## config.mk

```make
export PLATFORM = sky130hd
export DESIGN_NAME = pwm_duty_scheduler_flat
export DESIGN_NICKNAME = d
export VERILOG_FILES = /design/src/rtl/pwm_duty_scheduler_if.sv /design/src/rtl/pwm_duty_scheduler.sv /design/src/flat_wrapper.sv
export SDC_FILE = /design/constraint.sdc
export NUM_CORES = 1
export LEC_CHECK = 0
export ABC_AREA = 1
export CAP_MARGIN = 25
export CORE_MARGIN = 1.5
export CORE_UTILIZATION = 65
export CTS_CLUSTER_DIAMETER = 120
export DETAILED_ROUTE_END_ITERATION = 7
export PLACE_DENSITY = 0.8
export SYNTH_ARGS = -nofsm -noshare
export SYNTH_HDL_FRONTEND = slang
export SYNTH_SLANG_ARGS = --single-unit
```

## constraint.sdc

```tcl
create_clock -name CLK_in -period 6.61 [get_ports CLK_in]
set_clock_uncertainty 0.15 [all_clocks]
set_input_delay 1.322 -clock CLK_in [delete_from_list [all_inputs] [get_ports CLK_in]]
set_output_delay 1.322 -clock CLK_in [all_outputs]
set_load 0.02 [all_outputs]
```

## src/rtl/pwm_duty_scheduler_if.sv

```systemverilog
// Host write port of the PWM duty scheduler: valid/ready handshake carrying
// a channel index and a requested duty.
interface pwm_duty_scheduler_if #(
   parameter int unsigned CW = 7
);
   logic          wr_valid;
   logic [1:0]    wr_ch;
   logic [CW-1:0] wr_duty;
   logic          wr_ready;

   modport master (
      output wr_valid,
      output wr_ch,
      output wr_duty,
      input  wr_ready
   );

   modport slave (
      input  wr_valid,
      input  wr_ch,
      input  wr_duty,
      output wr_ready
   );
endinterface

```

## src/rtl/pwm_duty_scheduler.sv

```systemverilog
// Three-channel PWM with one shared period counter. Each channel's active duty
// ramps toward its host-written target by at most STEP per period boundary.
module pwm_duty_scheduler #(
   parameter int unsigned PERIOD = 100,
   parameter int unsigned CW     = 7,
   parameter int unsigned STEP   = 5
) (
   input  logic                       CLK_in,
   input  logic                       RST,
   pwm_duty_scheduler_if.slave        wr,
   output logic [2:0]                 PWM_out,
   output logic [2:0]                 busy,
   output logic                       period_start
);

   localparam logic [CW-1:0] LAST_C = CW'(PERIOD - 1);
   localparam logic [CW-1:0] FULL_C = CW'(PERIOD);
   localparam logic [CW:0]   STEP_C = (CW+1)'(STEP);

   logic [CW-1:0] cnt_q, cnt_d;
   logic [CW-1:0] target_q [3];
   logic [CW-1:0] target_d [3];
   logic [CW-1:0] active_q [3];
   logic [CW-1:0] active_d [3];
   logic [2:0]    pwm_q, pwm_d;
   logic          ready_q;
   logic          boundary_s;
   logic          wr_fire_s;

   // The sum and the difference are formed one bit wider so neither wraps.
   function automatic logic [CW-1:0] ramp_f(input logic [CW-1:0] act,
                                             input logic [CW-1:0] tgt);
      logic [CW:0]   sum_s;
      logic [CW:0]   diff_s;
      logic [CW-1:0] res_s;
      sum_s  = {1'b0, act} + STEP_C;
      diff_s = {1'b0, act} - {1'b0, tgt};
      if (act < tgt) begin
         res_s = (sum_s > {1'b0, tgt}) ? tgt : sum_s[CW-1:0];
      end else if (act > tgt) begin
         res_s = (diff_s > STEP_C) ? (act - STEP_C[CW-1:0]) : tgt;
      end else begin
         res_s = act;
      end
      return res_s;
   endfunction

   function automatic logic [CW-1:0] sat_f(input logic [CW-1:0] duty);
      return (duty > FULL_C) ? FULL_C : duty;
   endfunction

   assign boundary_s = (cnt_q == LAST_C);
   assign wr_fire_s  = wr.wr_valid && ready_q;

   // Next-state: counter wrap, target capture, boundary ramp, PWM compare.
   always_comb begin
      cnt_d = boundary_s ? {CW{1'b0}} : (cnt_q + {{(CW-1){1'b0}}, 1'b1});
      pwm_d = 3'b000;
      for (int i = 0; i < 3; i++) begin
         target_d[i] = target_q[i];
         active_d[i] = active_q[i];
         if (wr_fire_s && (int'(wr.wr_ch) == i)) begin
            target_d[i] = sat_f(wr.wr_duty);
         end else begin
            target_d[i] = target_q[i];
         end
         if (boundary_s) begin
            active_d[i] = ramp_f(active_q[i], target_q[i]);
         end else begin
            active_d[i] = active_q[i];
         end
         pwm_d[i] = (cnt_q < active_q[i]);
      end
   end

   // State registers with synchronous reset.
   always_ff @(posedge CLK_in) begin
      if (RST) begin
         cnt_q   <= {CW{1'b0}};
         pwm_q   <= 3'b000;
         ready_q <= 1'b0;
         for (int i = 0; i < 3; i++) begin
            target_q[i] <= {CW{1'b0}};
            active_q[i] <= {CW{1'b0}};
         end
      end else begin
         cnt_q   <= cnt_d;
         pwm_q   <= pwm_d;
         ready_q <= 1'b1;
         for (int i = 0; i < 3; i++) begin
            target_q[i] <= target_d[i];
            active_q[i] <= active_d[i];
         end
      end
   end

   // Status decode straight from the registers.
   always_comb begin
      busy = 3'b000;
      for (int i = 0; i < 3; i++) begin
         busy[i] = (active_q[i] != target_q[i]);
      end
   end

   assign period_start = (cnt_q == {CW{1'b0}});
   assign PWM_out      = pwm_q;
   assign wr.wr_ready  = ready_q;

endmodule

```

## src/flat_wrapper.sv

```systemverilog
// flat-port wrapper written by rule: the top's interface ports become plain ports
module pwm_duty_scheduler_flat 
#(
   parameter int unsigned PERIOD = 100,
   parameter int unsigned CW     = 7,
   parameter int unsigned STEP   = 5
)
  (CLK_in, RST, PWM_out, busy, period_start, wr_wr_valid, wr_wr_ch, wr_wr_duty, wr_wr_ready);
  pwm_duty_scheduler_if #(.CW(CW)) wr_i ();
  input  logic CLK_in;
  input  logic RST;
  output logic [2:0] PWM_out;
  output logic [2:0] busy;
  output logic period_start;
  input wire logic [$bits(wr_i.wr_valid)-1:0] wr_wr_valid;
  input wire logic [$bits(wr_i.wr_ch)-1:0] wr_wr_ch;
  input wire logic [$bits(wr_i.wr_duty)-1:0] wr_wr_duty;
  output wire logic [$bits(wr_i.wr_ready)-1:0] wr_wr_ready;
  assign wr_i.wr_valid = wr_wr_valid;
  assign wr_i.wr_ch = wr_wr_ch;
  assign wr_i.wr_duty = wr_wr_duty;
  assign wr_wr_ready = wr_i.wr_ready;
  pwm_duty_scheduler #(.PERIOD(PERIOD), .CW(CW), .STEP(STEP)) u_core (.CLK_in(CLK_in), .RST(RST), .wr(wr_i), .PWM_out(PWM_out), .busy(busy), .period_start(period_start));
endmodule
```

# Word level (Yosys, flattened, before mapping)
# Memories as Yosys holds them, arrays and structs flattened.
# Cells that the tools add are included.
# W data, S select, Z words.
[totals]
register_bits = 11
output_inout_bits = 8
in_bits = 12
mem_bits_rw = 42
mem_count = 2
[memory_table]
columns = ["memory", "words", "width", "rd", "rd_ports_with_merged_regs", "write_ports", "line_no", "source"]
rows = [
  ["u_core.active_q", 3, 7, 3, 0, 3, "pwm_duty_scheduler.sv:23", "logic [CW-1:0] active_q [3];"],
  ["u_core.target_q", 3, 7, 3, 0, 3, "pwm_duty_scheduler.sv:21", "logic [CW-1:0] target_q [3];"],
]
[op_classes]
n_addsub = 10
magnitude_cmp = 16
eq_ne = 6
n_bitwise = 6
muxes = 28
reduce_logical = 7
[op_table]
columns = ["cell", "n"]
rows = [
  ["$mux W7", 25],
  ["$lt A7 B7 Y1", 6],
  ["$add A7 B3 Y8 const B", 3],
  ["$gt A8 B3 Y1 const B", 3],
  ["$gt A8 B7 Y1", 3],
  ["$sub A7 B7 Y8", 3],
  ["$gt A7 B7 Y1", 3],
  ["$ne A7 B7 Y1", 3],
  ["$sub A7 B3 Y7 const B", 3],
  ["$add A7 B1 Y7 const B", 1],
  ["$eq A7 B7 Y1 const B", 1],
  ["$gt A7 B7 Y1 const B", 1],
  ["$logic_not A7 Y1", 1],
  ["$or A1 B1 Y1", 6],
  ["$eq A2 B2 Y1 const B", 2],
  ["$logic_and A1 B1 Y1", 4],
  ["$mux W1", 3],
  ["$logic_not A2 Y1", 1],
  ["$reduce_or A2 Y1", 1],
]

# Logic depth before layout (Yosys ltp)
[logic_depth]
word_depth = 7
ltp_mapped = 19

# Least setup slack after synthesis
# No wires, ideal clock.
[synth_timing]
path_kind = "register -> output"
startpoint = "memory u_core.active_q[0][0]"
endpoint = "output port busy[0]"
path_slack_ns = 3.727
path_buffers = 0
required_time_ns = 5.138
path_stages_with_launch = 6
arrival_time_ns = 1.411
cell_sequence = "dfxtp_1 -> inv_1 -> ha_1 -> inv_1 -> nor4_2 -> inv_1"
[synth_rtl]
columns = ["item", "line_no", "source"]
rows = [
  ["from (decl)", "pwm_duty_scheduler.sv:23", ""],
  ["to (decl)", "flat_wrapper.sv:13", "output logic [2:0] busy;"],
]

==> qor.txt <==
Post-CTS Setup Bufs -> 0
Final setup fails -> 0
Critical path endpoint category -> output pin
Nets -> 966
Avg Cell Area, Syn -> 6.38 um^2
Top Family by Delay on Critical Path -> buffers and inverters
Area grow syn2layout -> 6.87%
Pre-CTS setup slack -> 3.15 ns
Drt total wl -> 14.2 mm
CTS Hold Buffers Added -> 0
Fillers -> 725
Worst-path clk slew -> 0.11 ns
CTS H-tree lvls -> 2
Die X -> 95.1 um
Pin count of the biggest net entering global routing -> 45
Slew HR -> 40.9%
Antenna Nets Post-Route -> 0
Syn Nets -> 948
DR iter-0 viols -> 451
DRC viols -> 0
PD cells -> 140 nW/um^2
Port Buffers -> 19
Core box area -> 8220 um^2
Vias per inst -> 5.65
DP HPWL -> 11.2 mm
Fraction of layout cells with a size suffix above 1 -> 7.13%
Vias in the first global route -> 5135
CTS tree -> yes
Crit Path Class -> reg2out
Hold_ws -> 0.318 ns
Setup TNS -> 0 ns
Cell area after synthesis -> 5520 um^2
VDD IR max -> 103 uV
Cell variety after synth -> 32
Final Hold Vio Count -> 0
Worst Path Required -> 5.14 ns
Post-route worst setup slack -> 2.78 ns
CTS sink count -> 53
Die Span Y -> 95.1 um
Num rows -> 33
Clk Latency, worst-skew pair -> 0.32 ns
Cell leakage power -> 3.25 nW
# diodes -> 0
CP most frequent cell -> inv_1
I/O Pins -> 20
Finished Layout Cells -> 989
Worst-margin pin slew -> 0.880 ns
Dpl cells -> 981
Worst r2r src -> u_core.active_q[0][0]$_SDFFE_PP0P_
Part of the cycle the worst path needs -> 57.9%
Top cells by area, synth -> dfxtp_1, ha_1, nand2_1
CP startpoint -> u_core.active_q[0][0]$_SDFFE_PP0P_
Leading area contributor after synthesis -> dfxtp_1
Total CTS buffers -> 5
Max-Cap Viols -> 0
Clock Path Buffers -> 2
Final Wtd Congestion -> 1.02
Worst Path Max Fanout -> 9
CP max stage delay -> 0.54 ns
Data arrival, critical path -> 2.36 ns
Routed len/inst -> 14.4 um
Register bit total from synthesis -> 53
CP cell instances -> inv_1, ha_1, inv_1, nor4_2, inv_1, clkdlybuf4s50_1
Post-synth top area share -> 19.2%
Syn Inst Count -> 865
Hold Crit Class -> reg2reg
Die area -> 9050 um^2
Final Max Slew Viols -> 0
DRT Pass-1 Iters -> 6
Post-route minimum period -> 3.83 ns
Outcome -> completed
Yosys warning count -> 0
Root Buffer -> clkbuf_8
Initial antenna violation count -> 0
First-pass GRT wire length -> 23.5 mm
Sequential area share after synthesis -> 19.2%
CP Buf/Inv Count -> 4
Starting density of the core -> 67.1%
Vias -> 5584
Crit-path slowest cell -> clkdlybuf4s50_1
Min-delay src -> u_core.cnt_q[0]$_SDFF_PP0_
Total GRT Usage -> 33.2%
RSZ-0062 raised after global routing -> false
Type of origin of the critical path -> flip-flop
Resize count post-CTS -> 0
Global route overflow -> 0
Max Freq -> 261 MHz
## area by class of cell
class                   count  area, um^2  area share [%]
clock buffers               5        68.8            1.17
inverters                 168         633            10.7
multi-input cells         634        3760            63.8
well taps                 105         131            2.23
clock inverters             3        33.8           0.573
repair buffers             21         205            3.48
flip-flops and latches     53        1060            18.0
## cell families after synthesis
logic type	count (synthesis)	share of synthesized area, %
adder cells (fa/ha/maj)	71	16.5
flip-flops	53	19.2
AND/OR/NAND/NOR	403	34.0
XOR/XNOR	22	3.49
buffers and inverters	178	12.6
AO/OA/AOI/OAI	138	14.2
## synthesized netlist by cell type
master    count
o21ai_4       2
nor4_1        3
nand3_2       7
nor4_2        2
clkinv_1      4
o21ai_2       1
and3_1        1
nand3b_1      6
o21ai_0      40
o21ai_1      16
or2_1         1
dfxtp_1      53
nor3_1       12
a21oi_4       2
xor2_1       22
nand3_1      97
or2_2         3
inv_2         9
buf_6         3
nand2_1     203
a21oi_2      11
nor2_4        5
fa_1          3
inv_4         1
clkbuf_1      7
nand2_2      10
nand4_1      20
ha_1         68
nor2_1       30
a21oi_1      66
inv_1       154
nor3b_1       3
## per-layer routing
layer,GRT usage [%],vias up,part of all wire (%)
met4,13.1,0,3.0
met3,4.94,33,7.9
met2,56.2,208,46
met1,42.2,2494,43
met5,0,-,0
li1,-,2849,-
## stage by stage
stage	util, %	area, um^2	power (W)
2_1_floorplan	-	5520	0.000542
3_3_place_gp	70.5	5790	0.000611
3_5_place_dp	70.5	5790	0.000618
4_1_cts	71.7	5890	0.000822
5_1_grt	71.7	5890	0.000866
6_report	71.7	5890	0.000824
## final timing paths
path	cells past startpoint	end	slack (ns)
min	1	u_core.cnt_q[0]$_SDFF_PP0_	0.32
min reg2reg	1	u_core.cnt_q[0]$_SDFF_PP0_	0.32
max reg2reg	18	u_core.active_q[0][3]$_SDFFE_PP0P_	3.50
max	6	busy[0]	2.78
## cells in the final DEF (no fill, tap or decap), drive strengths merged, types with 4 or more instances in the layout
cell type / n
a21oi: 79
clkbuf: 5
clkdlybuf4s50: 19
clkinv: 7
dfxtp: 53
ha: 68
inv: 164
nand2: 213
nand3: 104
nand3b: 6
nand4: 20
nor2: 35
nor3: 12
nor4: 5
o21ai: 59
or2: 4
xor2: 22
## flip-flops by register name (all words and copies together) (netlist names)
signal / flops
u_core.PWM_out: 3
u_core.active_q: 21
u_core.cnt_q: 7
u_core.target_q: 21
u_core.wr.wr_ready: 1
## power breakdown
group | switching, W | internal (W)
Combinational | 0.000187 | 0.0000956
Clock | 0.000129 | 0.0000794
Sequential | 0.00000604 | 0.000327
Total | 0.000322 | 0.000502
No activity file was read; power rests on OpenSTA's default activity.
